### config.mk
export PLATFORM = sky130hd
export DESIGN_NAME = pulse_shaper_flat
export DESIGN_NICKNAME = d
export VERILOG_FILES = /design/src/rtl/pulse_shaper_pkg.sv /design/src/rtl/pulse_shaper_if.sv /design/src/rtl/pulse_shaper_cycle_counter.sv /design/src/rtl/pulse_shaper.sv /design/src/flat_wrapper.sv
export SDC_FILE = /design/constraint.sdc
export NUM_CORES = 1
export LEC_CHECK = 0
export ABC_CLOCK_PERIOD_IN_PS = 3800
export CORE_MARGIN = 3
export CORE_UTILIZATION = 55
export DETAILED_ROUTE_END_ITERATION = 8
export PLACE_DENSITY = 0.76
export SKIP_CTS_REPAIR_TIMING = 1
export SYNTH_ARGS = -nofsm -noshare
export SYNTH_HDL_FRONTEND = slang
export SYNTH_SLANG_ARGS = --single-unit
### constraint.sdc
create_clock -name clk -period 3.8 [get_ports clk]
set_input_delay 0.95 -clock clk [delete_from_list [all_inputs] [get_ports clk]]
set_output_delay 0.95 -clock clk [all_outputs]
set_load 0.03 [all_outputs]
### src/rtl/pulse_shaper_pkg.sv
// Shared types and helpers for the pulse shaper: state encoding and
// parameter legality check.
package pulse_shaper_pkg;

  // 2'b11 is deliberately unused; the FSM recovers from it to IDLE.
  typedef enum logic [1:0] {
    IDLE = 2'b00,
    HIGH = 2'b01,
    GAP  = 2'b10
  } state_t;

  function automatic bit count_legal(input int unsigned cycles, input int unsigned width);
    longint max_val;
    max_val = (longint'(1) << width) - 1;
    return (cycles >= 1) && (longint'(cycles) <= max_val);
  endfunction

endpackage

### src/rtl/pulse_shaper_if.sv
// Trigger/pulse signal bundle between control logic (master) and the shaper (slave).
interface pulse_shaper_if;
  logic trig;
  logic z;
  logic busy;
  logic done;
  logic dropped;

  modport master (output trig, input z, input busy, input done, input dropped);
  modport slave  (input trig, output z, output busy, output done, output dropped);
endinterface

### src/rtl/pulse_shaper_cycle_counter.sv
// Loadable down-counter that saturates at zero; the owner decides when to reload.
module cycle_counter #(
  parameter int CNT_W = 8
) (
  input  logic             clk,
  input  logic             rst,
  input  logic             load,
  input  logic [CNT_W-1:0] load_val,
  input  logic             en,
  output logic             zero
);

  logic [CNT_W-1:0] cnt;

  // Load wins over decrement; the zero guard keeps cnt from ever wrapping.
  always_ff @(posedge clk or posedge rst) begin
    if (rst) begin
      cnt <= '0;
    end else if (load) begin
      cnt <= load_val;
    end else if (en && (cnt != '0)) begin
      cnt <= cnt - CNT_W'(1);
    end
  end

  assign zero = (cnt == '0);

endmodule

### src/rtl/pulse_shaper.sv
// Turns single-cycle trigger strobes into fixed-width high pulses separated by
// a minimum low gap, queueing one trigger while busy and flagging the rest.
module pulse_shaper #(
  parameter int HIGH_CYCLES = 4,
  parameter int GAP_CYCLES  = 2,
  parameter int CNT_W       = 8
) (
  input  logic          clk,
  input  logic          rst,
  pulse_shaper_if.slave bus
);
  import pulse_shaper_pkg::*;

`ifndef SYNTHESIS
  if (!count_legal(HIGH_CYCLES, CNT_W)) begin : g_bad_high
    $error("pulse_shaper: HIGH_CYCLES=%0d out of range for CNT_W=%0d", HIGH_CYCLES, CNT_W);
  end
  if (!count_legal(GAP_CYCLES, CNT_W)) begin : g_bad_gap
    $error("pulse_shaper: GAP_CYCLES=%0d out of range for CNT_W=%0d", GAP_CYCLES, CNT_W);
  end
`endif

  localparam logic [CNT_W-1:0] HIGH_LOAD = CNT_W'(HIGH_CYCLES - 1);
  localparam logic [CNT_W-1:0] GAP_LOAD  = CNT_W'(GAP_CYCLES - 1);

  state_t           state;
  state_t           next_state;
  logic             pending;
  logic             load;
  logic [CNT_W-1:0] load_val;
  logic             en;
  logic             zero;
  logic             queue_req;

  cycle_counter #(.CNT_W(CNT_W)) u_counter (
    .clk      (clk),
    .rst      (rst),
    .load     (load),
    .load_val (load_val),
    .en       (en),
    .zero     (zero)
  );

  // A trigger on the last gap cycle starts the next pulse directly, so only
  // triggers arriving earlier in the busy window go through the pending slot.
  assign queue_req = bus.trig && ((state == HIGH) || ((state == GAP) && !zero));

  always_comb begin
    next_state = state;
    load       = 1'b0;
    load_val   = '0;
    en         = 1'b0;
    case (state)
      IDLE: begin
        if (bus.trig) begin
          next_state = HIGH;
          load       = 1'b1;
          load_val   = HIGH_LOAD;
        end
      end
      HIGH: begin
        if (zero) begin
          next_state = GAP;
          load       = 1'b1;
          load_val   = GAP_LOAD;
        end else begin
          en = 1'b1;
        end
      end
      GAP: begin
        if (zero) begin
          if (pending || bus.trig) begin
            next_state = HIGH;
            load       = 1'b1;
            load_val   = HIGH_LOAD;
          end else begin
            next_state = IDLE;
          end
        end else begin
          en = 1'b1;
        end
      end
      default: next_state = IDLE;
    endcase
  end

  // z and busy are registered from next_state so they line up with state itself.
  always_ff @(posedge clk or posedge rst) begin
    if (rst) begin
      state       <= IDLE;
      pending     <= 1'b0;
      bus.z       <= 1'b0;
      bus.busy    <= 1'b0;
      bus.done    <= 1'b0;
      bus.dropped <= 1'b0;
    end else begin
      state       <= next_state;
      bus.z       <= (next_state == HIGH);
      bus.busy    <= (next_state != IDLE);
      bus.done    <= 1'b0;
      bus.dropped <= 1'b0;
      if (queue_req) begin
        if (pending) begin
          bus.dropped <= 1'b1;
        end else begin
          pending <= 1'b1;
        end
      end else if ((state == GAP) && zero) begin
        bus.done    <= 1'b1;
        pending     <= 1'b0;
        bus.dropped <= pending && bus.trig;
      end else if ((state != HIGH) && (state != GAP)) begin
        pending <= 1'b0;
      end
    end
  end

endmodule

### src/flat_wrapper.sv
// flat-port wrapper written by rule: the top's interface ports become plain ports
module pulse_shaper_flat import pulse_shaper_pkg::*;
#(
  parameter int HIGH_CYCLES = 4,
  parameter int GAP_CYCLES  = 2,
  parameter int CNT_W       = 8
)
  (clk, rst, bus_trig, bus_z, bus_busy, bus_done, bus_dropped);
  pulse_shaper_if bus_i ();
  input  logic clk;
  input  logic rst;
  input wire logic [$bits(bus_i.trig)-1:0] bus_trig;
  output wire logic [$bits(bus_i.z)-1:0] bus_z;
  output wire logic [$bits(bus_i.busy)-1:0] bus_busy;
  output wire logic [$bits(bus_i.done)-1:0] bus_done;
  output wire logic [$bits(bus_i.dropped)-1:0] bus_dropped;
  assign bus_i.trig = bus_trig;
  assign bus_z = bus_i.z;
  assign bus_busy = bus_i.busy;
  assign bus_done = bus_i.done;
  assign bus_dropped = bus_i.dropped;
  pulse_shaper #(.HIGH_CYCLES(HIGH_CYCLES), .GAP_CYCLES(GAP_CYCLES), .CNT_W(CNT_W)) u_core (.clk(clk), .rst(rst), .bus(bus_i));
endmodule
Word level (Yosys, flattened, before mapping)

Cells that the tools add are included.

Logic and storage cells: 56
Memory bits (read-only): 0
Memory bits (writable): 0
Bits of input ports: 3
Flip-flop bits (word level): 15
Memories kept: 0
Bits in latches: 0
Output and inout port bits: 4

Equal/unequal tests: 5
Add/subtract/negate cells: 1
Div/mod/pow operators: 0
Reductions and logical operators: 16
Multiplexer cells: 27
Bitwise logic cells: 0
Order comparisons: 0
Multipliers: 0
Shift operators: 0

Operator list:

| cell                                                                   | number |
|---|---|
| 8-bit two-way mux                                                      | 3 |
| 8-bit one-hot mux with 3 select lines                                  | 1 |
| 1-bit two-way mux                                                      | 16 |
| 2-bit two-way mux                                                      | 5 |
| 8-bit zero test                                                        | 1 |
| 8-bit nonzero test                                                     | 1 |
| 8-bit by 1-bit subtractor with 8-bit output (second input constant)    | 1 |
| 1-bit logical AND                                                      | 6 |
| 2-bit one-hot mux with 3 select lines                                  | 1 |
| 2-bit by 1-bit equality test with 1-bit output (second input constant) | 2 |
| 2-bit nonzero test                                                     | 2 |
| 1-bit one-hot mux with 3 select lines                                  | 1 |
| 3-bit nonzero test                                                     | 1 |
| 2-bit equality test (second input constant)                            | 1 |
| 2-bit zero test                                                        | 1 |
| 1-bit logical OR                                                       | 2 |
| 2-bit by 1-bit != test with 1-bit output (second input constant)       | 1 |
| 2-bit != test (second input constant)                                  | 1 |
| 2-bit OR reduction                                                     | 1 |
| 1-bit zero test                                                        | 1 |

Longest topological paths before layout

Gate-level depths: netlist of the first run.

Depth in word-level cells: 6
Gate-level depth with buffers: 6
Gate-level depth less buffers: 6

Hierarchy

From an unflattened synthesis of the first run, not the netlist that was laid out.

Cell total of the unflattened synthesis: 92
Area total of the unflattened synthesis: 880.8 sq um

Modules (own cells, without submodules):

| module        | cells an instance | instances | area each (sq um) |
|---|---|---|---|
| cycle_counter | 53                | 1         | 495.5 |
| pulse_shaper  | 39                | 1         | 385.4 |

Worst setup path after synthesis of the first run

No wires, ideal clock.

Path type: register to register
Start: reg u_core.u_counter.cnt[0]
End: reg u_core.u_counter.cnt[1]
Stages on the path, launching flop included: 7
Path buffers: 0
Setup time: 0.125 ns
Arrival: 1.902 ns
Required time: 3.675 ns
Setup slack: 1.773 ns
Cell sequence: dfrtp_1 > inv_1 > ha_1 > nor3b_1 > nand2_1 > a221oi_4 > mux2_2

Cells in the longest elaborated chain, start to end: 5

RTL lines:

| element                                                                                             | RTL line                         | text |
|---|---|---|
| start, declared                                                                                     | pulse_shaper_cycle_counter.sv:13 | `logic [CNT_W-1:0] cnt;` |
| start signal, assigned                                                                              | pulse_shaper_cycle_counter.sv:20 | `cnt <= load_val;` |
| start signal, assigned                                                                              | pulse_shaper_cycle_counter.sv:22 | `cnt <= cnt - CNT_W'(1);` |
| parallel branches: the longest is 5 deep, another holds 8-bit by 1-bit subtractor with 8-bit output | --                               |  |

Several ways; the timed one is not identified. The select of a mux whose other input is x is not followed.
A chain may end at the register's enable or synchronous reset.

Worst setup path after layout of the first run

Same ends and word-level chain as after synthesis.

==> summary.txt, run 1 <==
Pwr
  – Total power of the final layout: 897.3 uW
  – Share of power burned in combinational logic: 58.1%
  – Leakage power summed over all cells: 0.0004469 uW
  – Fraction of power consumed by the clock network: 10.3%
  – Total internal power: approximately 500 uW
  – Switching Power: 400.7 uW
  – Sequential cell fraction of total power: 31.7%
  – Switching share of power: 44.65%
  – Cell area power density: 931.3 mW/mm^2
  – Worst IR drop on VDD: 0.0005043 V

Yosys
  – Mean area per synthesized cell: 10.28 um^2
  – Number of synthesis warnings: 0
  – Sequential fraction of the synthesis area: 43.48%
  – Syn_nets: 92
  – Number of cells produced by synthesis: 84
  – Cell area after synthesis: 863.3 um^2
  – Synthesized flop and latch total: 15
  – Post-synthesis cell type count: 35

Min path
  – Number of instances on the worst hold path: 1
  – Hold path startpoint: u_core.pending
  – Worst hold endpoint: u_core.bus.dropped
  – Worst hold path class: reg2reg

Run
  – Max-cap violation count: 0

Placed design
  – Half-perimeter wire length of the detailed placement result: 1109 um
  – Placed inst area: around 940 um^2
  – Worst Setup Slack post-DPL: 1.106 ns
  – Number of input and output port buffers inserted: 6
  – Final weighted congestion in routability-driven placement: a little over 0.8

Clock tree
  – Clock root cell: sky130_fd_sc_hd__clkbuf_4
  – Clock-pin slew of the registers on the worst-case setup and hold paths: 0.08 ns
  – Insertion delay of the later-clocked pin in the worst-skew pair: 0.28 ns
  – Clock sinks: 15
  – Inserted Clock Buffers: 3
  – Clock tree from TritonCTS: built
  – Worst-case clock buffer depth: 2
  – Htree depth: 1

Critical path
  – Critical Path Fanout Max: 8
  – Worst reg-to-reg path cell count: 6
  – Worst path arrival time: 2.56 ns
  – Endpoint class of the critical path: flop
  – Setup CP Type: reg2reg
  – Critical path data required time: 3.97 ns
  – Reg-to-Reg End: u_core.u_counter.cnt[1]
  – Startpoint type of the worst setup path: flop
  – Reg-to-reg critical path startpoint: u_core.u_counter.cnt[0]
  – Register-to-register setup slack: 1.41 ns

Global route
  – Vias in the first global route: 611
  – Wire length of the first global-routing pass: 2684 um
  – Antenna violations before repair: 0
  – Leftover overflow at the end of global routing: 0
  – Overall Global Routing Usage: a little under a fifth
  – Maximum number of pins on one net before global-route repair: 16

Timing
  – Final worst-path cycle share: approximately 63%
  – Fmax: roughly 420 MHz
  – Slew @ Worst Pin: ~0.55 ns
  – Final number of setup-violating endpoints: 0
  – Setup repair after global routing missed its margin: false
  – Final hold violations: 0
  – Worst hold slack: 0.5657 ns
  – Post-route worst setup slack: 1.405 ns
  – Clock tree skew after final layout: between 0.01 and 0.015 ns
  – Min Clock Period, post-route: 2.395 ns
  – Final Max Tran Viols: 0
  – Relative slew margins: 63.57%
  – Setup TNS: 0 ns

Floorplanning
  – Std cell rows: 13
  – Die Width: about 46 um
  – Initial core utilization: around 62%
  – I/O pin total: 7
  – Die Area: between 0.002 and 0.0025 mm^2
  – Die boundary height: 45.62 um
  – Core Footprint: 0.001383 mm^2

Drt
  – Initial DRC count: 16
  – Total Routed Length: approximately 1600 um
  – # DRC: 0
  – Vias per Instance: 6.000
  – Routed wirelength normalized by instance count: 14.54 um
  – Iteration count of the initial detailed-routing pass: 4
  – Vias after detailed routing: 648
  – Routed Antenna Nets: 0

Cells and area
  – Post-layout net count: 102
  – # diodes: 0
  – Most common cell after layout, fill and taps aside: sky130_fd_sc_hd__dfrtp_1
  – Number of filler cells placed in the layout: 97
  – Layout overhead on the synthesized area: 11.59%
  – Most frequent cells in the layout: sky130_fd_sc_hd__dfrtp_1 (15), sky130_fd_sc_hd__a21oi_1 (8), sky130_fd_sc_hd__nand2_1 (7)
  – Final Cell Area: 963.4 um^2
  – Fraction of layout instances using a drive strength above 1: 9.677%

Run status
  – Outcome: complete, no violations
==> through the flow <==
| stage | std cells | util, % |
|---|---|---|
| final | 108 | 69.68 |
| after global routing | 108 | 69.68 |
| after CTS | 108 | 69.68 |
| after detailed placement | 104 | 67.78 |
| after global placement | 104 | 67.78 |
| after floorplan | 84 | - |
==> power groups by stage <==
| stage | registers [uW] | logic (uW) | clock network, uW |
|---|---|---|---|
| floorplan | 302 | 389 | 0 |
| global placement | 284 | 507 | 0 |
| finish | 284 | 521 | 92.1 |
| global route | 294 | 579 | 99.8 |
| CTS | 283 | 520 | 92.8 |
| detailed placement | 287 | 512 | 0 |
==> critical path, cell delays in order (launching register included) <==
cell                       delay [ns]
sky130_fd_sc_hd__dfrtp_1         0.39
sky130_fd_sc_hd__inv_1           0.09
sky130_fd_sc_hd__ha_1            0.24
sky130_fd_sc_hd__nor3b_1         0.48
sky130_fd_sc_hd__nand2_1         0.21
sky130_fd_sc_hd__a221oi_4        0.48
sky130_fd_sc_hd__mux2_2          0.39
==> sequential cells by signal, indices dropped and copies added, names as in the netlist <==
| signal | cells |
|---|---|
| u_core.state | 2 |
| u_core.bus.dropped | 1 |
| u_core.bus.done | 1 |
| u_core.pending | 1 |
| u_core.bus.busy | 1 |
| u_core.bus.z | 1 |
| u_core.u_counter.cnt | 8 |
==> synth_stat cells <==
master	number	area [um^2]
sky130_fd_sc_hd__nand3b_1	1	7.510
sky130_fd_sc_hd__or3_4	1	11.26
sky130_fd_sc_hd__mux2_2	1	11.26
sky130_fd_sc_hd__dfrtp_1	15	375.4
sky130_fd_sc_hd__nor2b_1	1	6.260
sky130_fd_sc_hd__or4_1	1	7.510
sky130_fd_sc_hd__and2b_1	1	7.510
sky130_fd_sc_hd__a221oi_4	1	26.28
sky130_fd_sc_hd__o211ai_1	1	7.510
sky130_fd_sc_hd__a21oi_1	8	40.04
sky130_fd_sc_hd__buf_2	1	5.000
sky130_fd_sc_hd__or2_1	1	6.260
sky130_fd_sc_hd__nor2_1	6	22.52
sky130_fd_sc_hd__o21ai_0	3	15.01
sky130_fd_sc_hd__and3b_1	1	8.760
sky130_fd_sc_hd__o211a_1	1	10.01
sky130_fd_sc_hd__nand3_1	1	5.000
sky130_fd_sc_hd__a31oi_4	1	21.27
sky130_fd_sc_hd__o21ai_1	3	15.01
sky130_fd_sc_hd__nor4b_1	1	8.760
sky130_fd_sc_hd__nor3b_1	1	7.510
sky130_fd_sc_hd__nand2b_1	2	12.51
sky130_fd_sc_hd__a31oi_1	1	6.260
sky130_fd_sc_hd__nand2_1	7	26.28
sky130_fd_sc_hd__mux2i_1	2	20.02
sky130_fd_sc_hd__or3_1	1	6.260
sky130_fd_sc_hd__a2111oi_0	1	8.760
sky130_fd_sc_hd__xnor2_1	2	17.52
sky130_fd_sc_hd__xor2_1	2	17.52
sky130_fd_sc_hd__nor4_2	1	12.51
sky130_fd_sc_hd__inv_1	6	22.52
sky130_fd_sc_hd__or3b_2	1	8.760
sky130_fd_sc_hd__o221ai_1	1	8.760
sky130_fd_sc_hd__ha_1	5	62.56
sky130_fd_sc_hd__a211oi_1	1	7.510
==> metal layers <==
metal	part of all wire [%]	GRT usage, %
met5	0	0
met1	49	25.56
met3	4.3	3.557
met2	46	27.02
met4	1.0	7.018
==> worst max-delay path by stage <==
stage,startpoint,end,slack (ns),cells past startpoint
6_report,u_core.u_counter.cnt[0],u_core.u_counter.cnt[1],1.41,6
5_1_grt,u_core.u_counter.cnt[0],u_core.u_counter.cnt[1],1.15,6
4_1_cts,bus_trig,u_core.u_counter.cnt[1],1.41,4
3_5_place_dp,bus_trig,u_core.u_counter.cnt[1],1.11,4
3_3_place_gp,bus_trig,u_core.u_counter.cnt[1],1.14,4
2_1_floorplan,u_core.u_counter.cnt[0],u_core.u_counter.cnt[1],1.77,6
==> area by class of cell <==
type | instances | area, um^2 | area share (%)
Multi-Input combinational cell | 62 | 460.4 | 47.79
Sequential cell | 15 | 375.4 | 38.96
Timing Repair Buffer | 6 | 60.06 | 6.234
Clock buffer | 4 | 26.28 | 2.727
Inverter | 6 | 22.52 | 2.338
Tap cell | 15 | 18.77 | 1.948
==> cells by family after synthesis <==
group           count (synthesis)  share of synthesized area [%]
compound gates                 22                          19.28
xor+xnor                        4                          4.059
fa+ha+maj                       5                          7.246
buf+inv                         7                          3.188
flops                          15                          43.48
mux                             3                          3.623
simple gates                   28                          19.13
Note: power is estimated with default switching activity, not from simulation.
==> run 2, diff against run 1 <==
- ABC_CLOCK_PERIOD_IN_PS: 3800 -> 2100
- CORE_UTILIZATION: 55 -> 50
- PLACE_DENSITY: 0.76 -> 0.73
- clock period: 3.8 -> 2.1 ns (I/O delays scaled with it)
==> summary.txt, run 2 (synthesis gave the netlist of run 1 again) <==
Run status
  – Outcome: complete, no violations

Global route
  – Antenna violations before repair: 0 (unchanged)
  – Maximum number of pins on one net before global-route repair: 16 (unchanged)
  – Wire length of the first global-routing pass: 2925 um (+9.0%)
  – Overall Global Routing Usage: 19.00% (+0.90 points)
  – Leftover overflow at the end of global routing: 0 (unchanged)
  – Vias in the first global route: 637 (+4.3%)

Drt
  – Vias per Instance: 5.702 (-5.0%)
  – Vias after detailed routing: 650 (+0.31%)
  – Routed wirelength normalized by instance count: 14.78 um (+1.7%)
  – Routed Antenna Nets: 0 (unchanged)
  – Initial DRC count: 15 (-1)
  – Iteration count of the initial detailed-routing pass: 4 (unchanged)
  – # DRC: 0 (unchanged)
  – Total Routed Length: 1685 um (+7.3%)

Critical path
  – Critical Path Fanout Max: 6 (-2)
  – Setup CP Type: reg2reg
  – Endpoint class of the critical path: flop
  – Startpoint type of the worst setup path: flop
  – Critical path data required time: 2.34 ns (-1.63 ns)
  – Worst path arrival time: 2.25 ns (-0.31 ns)

Timing
  – Final worst-path cycle share: 95.91% (+33 points)
  – Clock tree skew after final layout: 0.001074 ns (-0.009615 ns)
  – Slew @ Worst Pin: 0.5442 ns (-0.001592 ns)
  – Final hold violations: 0 (unchanged)
  – Final number of setup-violating endpoints: 0 (unchanged)
  – Worst hold slack: 0.5734 ns (+0.007670 ns)
  – Fmax: 496.5 MHz (+19%)
  – Final Max Tran Viols: 0 (unchanged)
  – Relative slew margins: 63.68% (+0.11 points)
  – Min Clock Period, post-route: 2.014 ns (-0.3806 ns)
  – Setup TNS: 0 ns (unchanged)

Clock tree
  – Clock tree from TritonCTS: built
  – Clock-pin slew of the registers on the worst-case setup and hold paths: 0.09 ns (about the same)
  – Clock sinks: 15 (unchanged)
  – Insertion delay of the later-clocked pin in the worst-skew pair: 0.29 ns (about the same)
  – Worst-case clock buffer depth: 2 (unchanged)
  – Inserted Clock Buffers: 3 (unchanged)
  – Htree depth: 1 (unchanged)
  – Clock root cell: sky130_fd_sc_hd__clkbuf_4

Cells and area
  – Fraction of layout instances using a drive strength above 1: 18.37% (+8.7 points)
  – Post-layout net count: 107 (+4.9%)
  – # diodes: 0 (unchanged)
  – Most frequent cells in the layout: sky130_fd_sc_hd__dfrtp_1 (15), sky130_fd_sc_hd__a21oi_1 (8), sky130_fd_sc_hd__nand2_1 (7)
  – Number of flip-flops under the largest register name: 8 (unchanged)
  – Number of filler cells placed in the layout: 120 (+24%)
  – Most common cell after layout, fill and taps aside: sky130_fd_sc_hd__dfrtp_1
  – Regs by FF count: u_core.u_counter.cnt: 8 flops, u_core.state: 2 flops
  – Final Util: 65.25% (-4.4 points)
  – Final non-filler cell total: 114 (+5.6%)
  – Layout overhead on the synthesized area: 17.83%
  – Top register by number of flip-flops: u_core.u_counter.cnt

Floorplanning
  – I/O pin total: 7 (unchanged)
  – Die Area: 0.002261 mm^2 (+8.7%)
  – Core Footprint: 0.001559 mm^2 (+13%)
  – Std cell rows: 14 (+1)
  – Initial core utilization: 55.38% (-7.1 points)
  – Die Width: 47.56 um (+4.2%)
  – Die boundary height: 47.56 um (+4.2%)

Placed design
  – Dpl cells: 110 (+5.8%)
  – Final weighted congestion in routability-driven placement: 0.7772 (-5.4%)
  – Number of input and output port buffers inserted: 6 (unchanged)
  – Half-perimeter wire length of the detailed placement result: 1249 um (+13%)

Pwr
  – Leakage power summed over all cells: 0.0004782 uW (+7.0%)
  – Cell area power density: 1690 mW/mm^2 (+82%)
  – Worst IR drop on VDD: 0.0009009 V (+79%)

Min path
  – Worst hold path class: reg2reg

Run
  – Max-cap violation count: 0 (unchanged)
[run 2: path summary, 6_finish.rpt]
kind                                          from                      end  slack [ns]  depth (start not counted)
setup / recovery           u_core.u_counter.cnt[0]             u_core.bus.z        0.09                          6
max in group asynchronous                      rst  u_core.u_counter.cnt[2]        1.17                          2
hold reg to reg                     u_core.pending       u_core.bus.dropped        0.57                          1
min in group asynchronous                      rst          u_core.bus.done        0.58                          2
setup reg to reg           u_core.u_counter.cnt[0]             u_core.bus.z        0.09                          6
hold / removal                      u_core.pending       u_core.bus.dropped        0.57                          1
[run 2: per-stage QoR]
stage,setup WS (ns),total power [uW],area (um^2)
6_report,0.08587,1720,1017
5_1_grt,-0.003606,1880,1017
4_1_cts,0.1017,1709,1003
3_5_place_dp,0.1228,1526,975.9
3_3_place_gp,0.1212,1495,975.9
2_1_floorplan,0.07297,1250,863.3
[run 2: cell type report]
| cell class | count | area, um^2 | share of cell area (%) |
|---|---|---|---|
| Clock buffer | 3 | 22.52 | 2.214 |
| Clock inverter | 1 | 5.005 | 0.4920 |
| Inverter | 6 | 22.52 | 2.214 |
| Multi-Input combinational cell | 62 | 474.2 | 46.62 |
| Sequential cell | 15 | 375.4 | 36.90 |
| Tap cell | 16 | 20.02 | 1.968 |
| Timing Repair Buffer | 11 | 97.59 | 9.594 |
[run 2: per-layer routing]
layer	global-route usage (%)	share of wire [%]	vias up
met1	27.27	47	313
met3	4.511	3.0	4
met4	9.677	1.8	0
met2	26.47	48	6
met5	0	0	-
li1	-	-	327
[run 2: where the power goes]
group	internal [uW]	leakage [uW]	switching, uW
Sequential	412	0.000192	112
Clock	70.9	0.0000177	99.1
Combinational	481	0.000268	545
[run 2: worst max-delay path, stage by stage, from the launching register on]
cell and delay (ns):
sky130_fd_sc_hd__dfrtp_1 0.40, sky130_fd_sc_hd__inv_1 0.10, sky130_fd_sc_hd__ha_2 0.23, sky130_fd_sc_hd__or3b_2 0.50, sky130_fd_sc_hd__or3_4 0.40, sky130_fd_sc_hd__a31oi_4 0.19, sky130_fd_sc_hd__and2b_1 0.14
